<file path="src/rtl/multi_digit_calculator.sv">
// Keyboard calculator core: DIGITS-digit BCD operands, add/subtract/multiply, shift-add multiplier
// and double-dabble result conversion. Optional result chaining via MULTI_DIGIT_CALC_CHAIN_EN.
module multi_digit_calculator #(
  parameter int DIGITS = 2
) (
  input  logic                  fcrystal,
  input  logic                  rst_n,
  input  logic                  key_valid,
  input  logic [3:0]            number,
  input  logic                  add,
  input  logic                  subtract,
  input  logic                  multiply,
  input  logic                  enter,
  input  logic                  clear,
  output logic [8*DIGITS-1:0]   disp,
  output logic                  neg,
  output logic                  busy,
  output logic                  done,
  output logic [2:0]            state
);
  localparam int IN_W  = $clog2(10**DIGITS);
  localparam int RES_W = $clog2(10**(2*DIGITS));
  localparam int BW    = 4*DIGITS;
  localparam int DW    = 8*DIGITS;
  localparam int CW    = $clog2(RES_W+1);
  localparam int NW    = $clog2(DIGITS+1);

  typedef enum logic [2:0] {
    ENTER_A = 3'd0, ENTER_B = 3'd1, CALC = 3'd2, CONV = 3'd3, SHOW = 3'd4
  } state_t;
  typedef enum logic [1:0] {OP_ADD = 2'd0, OP_SUB = 2'd1, OP_MUL = 2'd2} op_t;

  state_t            st;
  op_t               op;
  logic [BW-1:0]     a, b;
  logic [NW-1:0]     a_cnt, b_cnt;
  logic [RES_W-1:0]  mcand, res, sh;
  logic [IN_W-1:0]   mplier;
  logic [DW-1:0]     bcd;
  logic [CW-1:0]     cnt;
  logic              neg_pend;

  function automatic logic [IN_W-1:0] bcd2bin(input logic [BW-1:0] v);
    logic [IN_W-1:0] acc;
    acc = '0;
    for (int i = DIGITS-1; i >= 0; i--)
      acc = acc * IN_W'(4'd10) + IN_W'(v[4*i +: 4]);
    return acc;
  endfunction

  function automatic logic [DW-1:0] dd_adjust(input logic [DW-1:0] v);
    logic [DW-1:0] r;
    r = v;
    for (int i = 0; i < 2*DIGITS; i++)
      r[4*i +: 4] = (v[4*i +: 4] >= 4'd5) ? v[4*i +: 4] + 4'd3 : v[4*i +: 4];
    return r;
  endfunction

  logic              k_clear, k_enter, k_op, k_digit;
  op_t               k_opcode;
  logic [IN_W-1:0]   a_v, b_v;
  logic [RES_W-1:0]  res_addsub, res_next;
  logic [DW-1:0]     bcd_next;
  logic [BW-1:0]     a_shift, b_shift;

  // Key decode with clear > enter > operator > digit, and operator ranking mul > sub > add
  always_comb begin
    k_clear = key_valid & clear;
    k_enter = key_valid & ~clear & enter;
    k_op    = key_valid & ~clear & ~enter & (add | subtract | multiply);
    k_digit = key_valid & ~clear & ~enter & ~(add | subtract | multiply) & (number <= 4'd9);
    if (multiply)
      k_opcode = OP_MUL;
    else if (subtract)
      k_opcode = OP_SUB;
    else
      k_opcode = OP_ADD;
  end

  // Datapath helpers: operand conversion, add/sub result, multiplier step, double-dabble step
  always_comb begin
    a_v = bcd2bin(a);
    b_v = bcd2bin(b);
    a_shift = (a << 3'd4) | BW'(number);
    b_shift = (b << 3'd4) | BW'(number);
    if (op == OP_ADD)
      res_addsub = RES_W'(a_v) + RES_W'(b_v);
    else if (a_v >= b_v)
      res_addsub = RES_W'(a_v - b_v);
    else
      res_addsub = RES_W'(b_v - a_v);
    if (mplier[0])
      res_next = res + mcand;
    else
      res_next = res;
    bcd_next = (dd_adjust(bcd) << 1'b1) | DW'(sh[RES_W-1]);
  end

  assign state = st;

  // Calculator FSM and datapath registers
  always_ff @(posedge fcrystal or negedge rst_n) begin
    if (!rst_n) begin
      st <= ENTER_A;   op <= OP_ADD;
      a <= '0;         b <= '0;       a_cnt <= '0;  b_cnt <= '0;
      mcand <= '0;     mplier <= '0;  res <= '0;    sh <= '0;
      bcd <= '0;       cnt <= '0;     neg_pend <= 1'b0;
      disp <= '0;      neg <= 1'b0;   busy <= 1'b0; done <= 1'b0;
    end else if (k_clear) begin
      st <= ENTER_A;   op <= OP_ADD;
      a <= '0;         b <= '0;       a_cnt <= '0;  b_cnt <= '0;
      mcand <= '0;     mplier <= '0;  res <= '0;    sh <= '0;
      bcd <= '0;       cnt <= '0;     neg_pend <= 1'b0;
      disp <= '0;      neg <= 1'b0;   busy <= 1'b0; done <= 1'b0;
    end else begin
      done <= 1'b0;
      case (st)
        ENTER_A: begin
          if (k_op) begin
            op <= k_opcode; b <= '0; b_cnt <= '0; disp <= '0; st <= ENTER_B;
          end else if (k_digit && (a_cnt < NW'(DIGITS))) begin
            a <= a_shift; a_cnt <= a_cnt + 1'b1; disp <= DW'(a_shift);
          end
        end
        ENTER_B: begin
          if (k_enter) begin
            mcand <= RES_W'(a_v); mplier <= b_v; res <= '0; cnt <= '0;
            busy <= 1'b1; st <= CALC;
          end else if (k_op) begin
            op <= k_opcode;
          end else if (k_digit && (b_cnt < NW'(DIGITS))) begin
            b <= b_shift; b_cnt <= b_cnt + 1'b1; disp <= DW'(b_shift);
          end
        end
        CALC: begin
          if (op == OP_MUL) begin
            res    <= res_next;
            mcand  <= mcand << 1'b1;
            mplier <= mplier >> 1'b1;
            cnt    <= cnt + 1'b1;
            neg_pend <= 1'b0;
            if (cnt == CW'(IN_W-1)) begin
              sh <= res_next; bcd <= '0; cnt <= '0; st <= CONV;
            end
          end else begin
            res <= res_addsub; sh <= res_addsub; bcd <= '0; cnt <= '0;
            neg_pend <= (op == OP_SUB) && (a_v < b_v);
            st <= CONV;
          end
        end
        CONV: begin
          // disp keeps the old value until the last shift lands
          bcd <= bcd_next;
          sh  <= sh << 1'b1;
          cnt <= cnt + 1'b1;
          if (cnt == CW'(RES_W-1)) begin
            disp <= bcd_next; neg <= neg_pend; busy <= 1'b0; done <= 1'b1; st <= SHOW;
          end
        end
        SHOW: begin
`ifdef MULTI_DIGIT_CALC_CHAIN_EN
          if (k_op && !neg && (res < RES_W'(10**DIGITS))) begin
            a <= disp[BW-1:0]; a_cnt <= NW'(DIGITS); op <= k_opcode;
            b <= '0; b_cnt <= '0; disp <= '0; st <= ENTER_B;
          end else if (k_digit) begin
            a <= BW'(number); a_cnt <= NW'(1); b <= '0; b_cnt <= '0;
            neg <= 1'b0; disp <= DW'(number); st <= ENTER_A;
          end
`else
          if (k_digit) begin
            a <= BW'(number); a_cnt <= NW'(1); b <= '0; b_cnt <= '0;
            neg <= 1'b0; disp <= DW'(number); st <= ENTER_A;
          end
`endif
        end
        default: begin
          st <= ENTER_A; busy <= 1'b0;
        end
      endcase
    end
  end
endmodule

</file>
<file path="config.mk">
export PLATFORM = sky130hd
export DESIGN_NAME = multi_digit_calculator
export DESIGN_NICKNAME = d
export VERILOG_FILES = /design/src/rtl/multi_digit_calculator.sv
export SDC_FILE = /design/constraint.sdc
export NUM_CORES = 1
export LEC_CHECK = 0
export ABC_AREA = 1
export BUFFER_PORTS_ARGS = -buffer_cell sky130_fd_sc_hd__buf_2
export CAP_MARGIN = 20
export CORE_MARGIN = 8
export CORE_UTILIZATION = 63
export CTS_CLUSTER_SIZE = 28
export DETAILED_ROUTE_END_ITERATION = 16
export PLACE_DENSITY = 0.88
export SLEW_MARGIN = 10
export SYNTH_ARGS = -nofsm -noshare
export SYNTH_HDL_FRONTEND = slang
export SYNTH_SLANG_ARGS = --single-unit
</file>
<file path="constraint.sdc">
create_clock -name fcrystal -period 4.3 [get_ports fcrystal]
set_input_delay 0.43 -clock fcrystal [delete_from_list [all_inputs] [get_ports fcrystal]]
set_output_delay 0.43 -clock fcrystal [all_outputs]
set_load 0.01 [all_outputs]
</file>
==> results.md <==
| Item | This run | Unit |
| --- | --- | --- |
| Outcome | finished clean | - |
| Total congestion overflow after global routing | 0 | - |
| Antenna-violating nets left | 0 | - |
| Number of port buffers | 33 | - |
| Clock buffers created by TritonCTS | 17 | - |
| Number of nets in the finished design | 1,156 | - |
| Number of violations reported at the end of detailed-routing iteration 0 | 726 | - |
| Most instantiated library cell after synthesis | sky130_fd_sc_hd__nand2_1 | - |
| Ratio of cells with drive above 1 in the final layout | 13.8 | % |
| Cells along the critical path | ha_1 -> ha_1 -> fa_1 -> inv_1 -> xor2_1 -> inv_1 -> ha_1 -> inv_2 -> nand2_1 -> nand2_1 -> a21oi_2 -> nand2_1 -> nor2_4 -> nand2_1 -> nand3_1 -> nand2_2 -> nand2_1 -> nand2_1 -> nand2_1 -> o21ai_1 | - |
| Worst hold margin | 0.290 | ns |
| PwrDens | 802 | nW/um^2 |
| CTS tree | done | - |
| Clock Tree Root | sky130_fd_sc_hd__clkbuf_16 | - |
| Resize count post-CTS | 0 | - |
| Final max-slew violation count | 0 | - |
| Final period utilization | 90.9 | % |
| Die Footprint | 16,700 | sq um |
| Final Total Pwr | 7130 | uW |
| Per-cell via count in the routed design | 6.01 | - |
| Data arrival time of the critical path | 4.21 | ns |
| Starting density of the core | 64.1 | % |
| Placed Area | 8290 | sq um |
| Leakage Power | 0.00457 | uW |
| Vias in the first global route | 7,446 | - |
| Post-synthesis adder-cell area fraction | 10.8 | % |
| Fraction of synthesis flops using an asynchronous set or reset pin | 100 | % |
| Post-route DRC violation count | 0 | - |
| CTS clk-pin slew, worst paths | 0.06 | ns |
| Maximum VDD drop | 0.510 | mV |
| Number of rows created at floorplan | 41 | - |
| Remaining max-slew budget at the tightest pin | 55.0 | % |
| Worst clock skew | 0.00887 | ns |
| Slew at the pin closest to its max-slew limit | 0.676 | ns |
| Setup repair after global routing missed its margin | false | - |
| Endpoint class of the critical path | register | - |
| Post-synthesis sequential area ratio | 35.4 | % |
| Total routed wirelength | 22,100 | um |
| Final-layout fill cell count | 943 | - |
| First-pass GRT wire length | 36,400 | um |
| Number of H-tree branching levels | 4 | - |
| Area added between synthesis and finish | 10.5 | % |
| Clock sinks | 114 | - |
| Dpl hpwl | 15,500 | um |
| Most frequent cell on the critical path | sky130_fd_sc_hd__nand2_1 | - |
| Max stage delay cell, worst path | sky130_fd_sc_hd__fa_1 | - |
| Launch instance of the worst register-to-register path | b[5] | - |
| Count of different cell masters after synthesis | 54 | - |
| Area of the core region | 12,600 | sq um |
| Cell area after layout | 8900 | sq um |
| Xor and xnor fraction of the mapped netlist area | 2.18 | % |
| Synthesized area divided by synthesized cell count | 7.68 | sq um |
| Origin of the worst min-delay path | multiply | - |
| Cell class contributing the biggest share of worst-path delay | adder cells | - |
| Endpoint of the worst hold path | op[1] | - |
| Register-to-register setup slack | 0.39 | ns |
| Worst Reg-to-Reg Cells | 20 | - |
| Area share of the leading cell type in the synthesized netlist | 35.4 | % |
| Compound-cell area share of the yosys netlist | 17.6 | % |
| Req. time, crit path | 4.60 | ns |
| Global-route usage over all layers | 27.5 | % |
| Depth of the worst hold-timing path | 3 | - |
| Final hold violation count | 0 | - |
| Crit start category | register | - |
| Detailed-route via count | 7,597 | - |
| Number of buffers inserted by post-CTS setup repair | 0 | - |
| Largest family of logic cells by synthesized area | simple AND/OR/NAND/NOR gates | - |
| DIE WIDTH | 129 | um |
| EDFF count, synth | 0 | - |
| Synth cell count leaders | 248 x sky130_fd_sc_hd__nand2_1, 121 x sky130_fd_sc_hd__inv_1, 114 x sky130_fd_sc_hd__dfrtp_1 | - |
| Simple-gate portion of the synthesized area | 25.4 | % |
| Minimum period implied by the final worst setup slack | 3.91 | ns |
| Hold Path Class | input pin to register | - |
| Largest net degree at the start of global routing | 42 | - |
| Max stage delay on crit path | 0.49 | ns |
| Clock Path Buffers | 2 | - |
| RePlAce Congestion | 1.02 | - |
| Total I/O pin count | 34 | - |
| Post-synth design cell area | 8050 | sq um |
| Dominant synthesized flop cell | sky130_fd_sc_hd__dfrtp_1 | - |
| Leading post-synthesis cells by cell area | sky130_fd_sc_hd__dfrtp_1 35%, sky130_fd_sc_hd__nand2_1 12%, sky130_fd_sc_hd__ha_1 8.9% | - |
| Number of max-capacitance violations reported | 0 | - |
| Drt wl/cell | 17.5 | um |
| Portion of netlist area occupied by mux cells | 0.124 | % |
| Area leader, netlist | sky130_fd_sc_hd__dfrtp_1 | - |
| Largest fanout on the critical path | 8 | - |
| Aggregate negative setup slack | 0 | ns |
| Seq. cell area | 2850 | sq um |
| Clock network latency to the later pin of the worst-skew pair | 0.43 | ns |
| FF+latch count, synth | 114 | - |
| Crit Reg-Reg Endpoint | sh[10] | - |
| Post-Synthesis Net Count | 1,125 | - |
| Highest Clock Rate | 256 | MHz |
| Warnings, synthesis | 0 | - |
| Final setup vio count | 0 | - |
| Post-synthesis cell count | 1,048 | - |
| Number of iterations in the first detailed-routing pass | 5 | - |
| Category of the most critical setup path | register to register | - |
| Count of inserted antenna diode cells | 0 | - |
| Vertical die dimension | 129 | um |
| Critical path buffers and inverters | 3 | - |
| Initial antenna violation count | 0 | - |
| Total area of multi-input combinational cells | 4520 | sq um |
==> area by class of cell <==
| cell class | instances | share of cell area [%] |
|---|---|---|
| multi-input combinational | 774 | 50.8 |
| sequential | 114 | 32.0 |
| inverter | 135 | 5.78 |
| clock buffer | 17 | 4.78 |
| tap | 172 | 2.42 |
| timing repair buffer | 37 | 2.25 |
| clock inverter | 15 | 1.95 |
==> worst min-delay path, cell delays in order <==
cell	delay (ns)
sky130_fd_sc_hd__buf_2	0.11
sky130_fd_sc_hd__nand3_1	0.07
sky130_fd_sc_hd__o21ai_0	0.06
==> per-layer routing <==
layer	global-route usage [%]	part of all wire, %
met1	33.6	41
met2	45.0	47
met3	6.29	7.8
met4	13.6	4.5
met5	0	0
==> worst max path at each step <==
stage	start	endpoint	slack, ns	cells after the start
2_1_floorplan	a[5]	sh[10]	0.98	20
3_3_place_gp	a[5]	sh[10]	0.61	20
3_5_place_dp	a[5]	sh[10]	0.48	20
4_1_cts	b[5]	sh[10]	0.43	20
5_1_grt	b[5]	sh[10]	0.06	19
6_report	b[5]	sh[10]	0.39	20
==> what timing repair did <==
item / CTS / global route
hold buffers: 1 / 0
endpoints found under the setup margin: 0 / 0
hold endpoints to repair: 6 / 0
==> power breakdown <==
part	internal (uW)	switching (uW)
combinational	1310	2840
clock	867	570
sequential	1320	237
total	3490	3640
==> logic make-up after synthesis <==
group                      count (synthesis)
muxes                                      1
xor gates and xnor gates                  20
adders and majority gates                 65
DFF                                      114
AOI/OAI and AO/OA                        237
and+or+nand+nor                          451
buffers and inverters                    160
==> sequential cells by signal, summed over array words and instances (netlist names) <==
name      flops
bcd          16
disp         16
mcand        14
res          14
sh           14
a             8
b             8
mplier        7
cnt           4
state         3
a_cnt         2
b_cnt         2
op            2
busy          1
done          1
neg           1
neg_pend      1
==> cell usage in the layout, fill, tap and decap left out, types with 8 or more instances in the layout <==
cell type / count
sky130_fd_sc_hd__nand2_1: 248
sky130_fd_sc_hd__inv_1: 121
sky130_fd_sc_hd__dfrtp_1: 114
sky130_fd_sc_hd__nor2_1: 75
sky130_fd_sc_hd__a21oi_1: 67
sky130_fd_sc_hd__nand3_1: 64
sky130_fd_sc_hd__o21ai_0: 63
sky130_fd_sc_hd__ha_1: 57
sky130_fd_sc_hd__buf_2: 32
sky130_fd_sc_hd__o21ai_1: 28
sky130_fd_sc_hd__o22ai_1: 27
sky130_fd_sc_hd__nand2_2: 19
sky130_fd_sc_hd__o21ai_2: 17
sky130_fd_sc_hd__clkbuf_16: 17
sky130_fd_sc_hd__xor2_1: 14
sky130_fd_sc_hd__inv_2: 10
sky130_fd_sc_hd__o211ai_1: 8
sky130_fd_sc_hd__fa_1: 8
==> per-stage QoR <==
step / instances / util [%] / setup WS, ns
2_1_floorplan: 1048 / - / 0.981
3_3_place_gp: 1231 / 66.0 / 0.611
3_5_place_dp: 1231 / 66.0 / 0.475
4_1_cts: 1264 / 70.8 / 0.431
5_1_grt: 1264 / 70.8 / 0.0592
6_report: 1264 / 70.8 / 0.389
No activity file was read; power rests on OpenSTA's default activity.
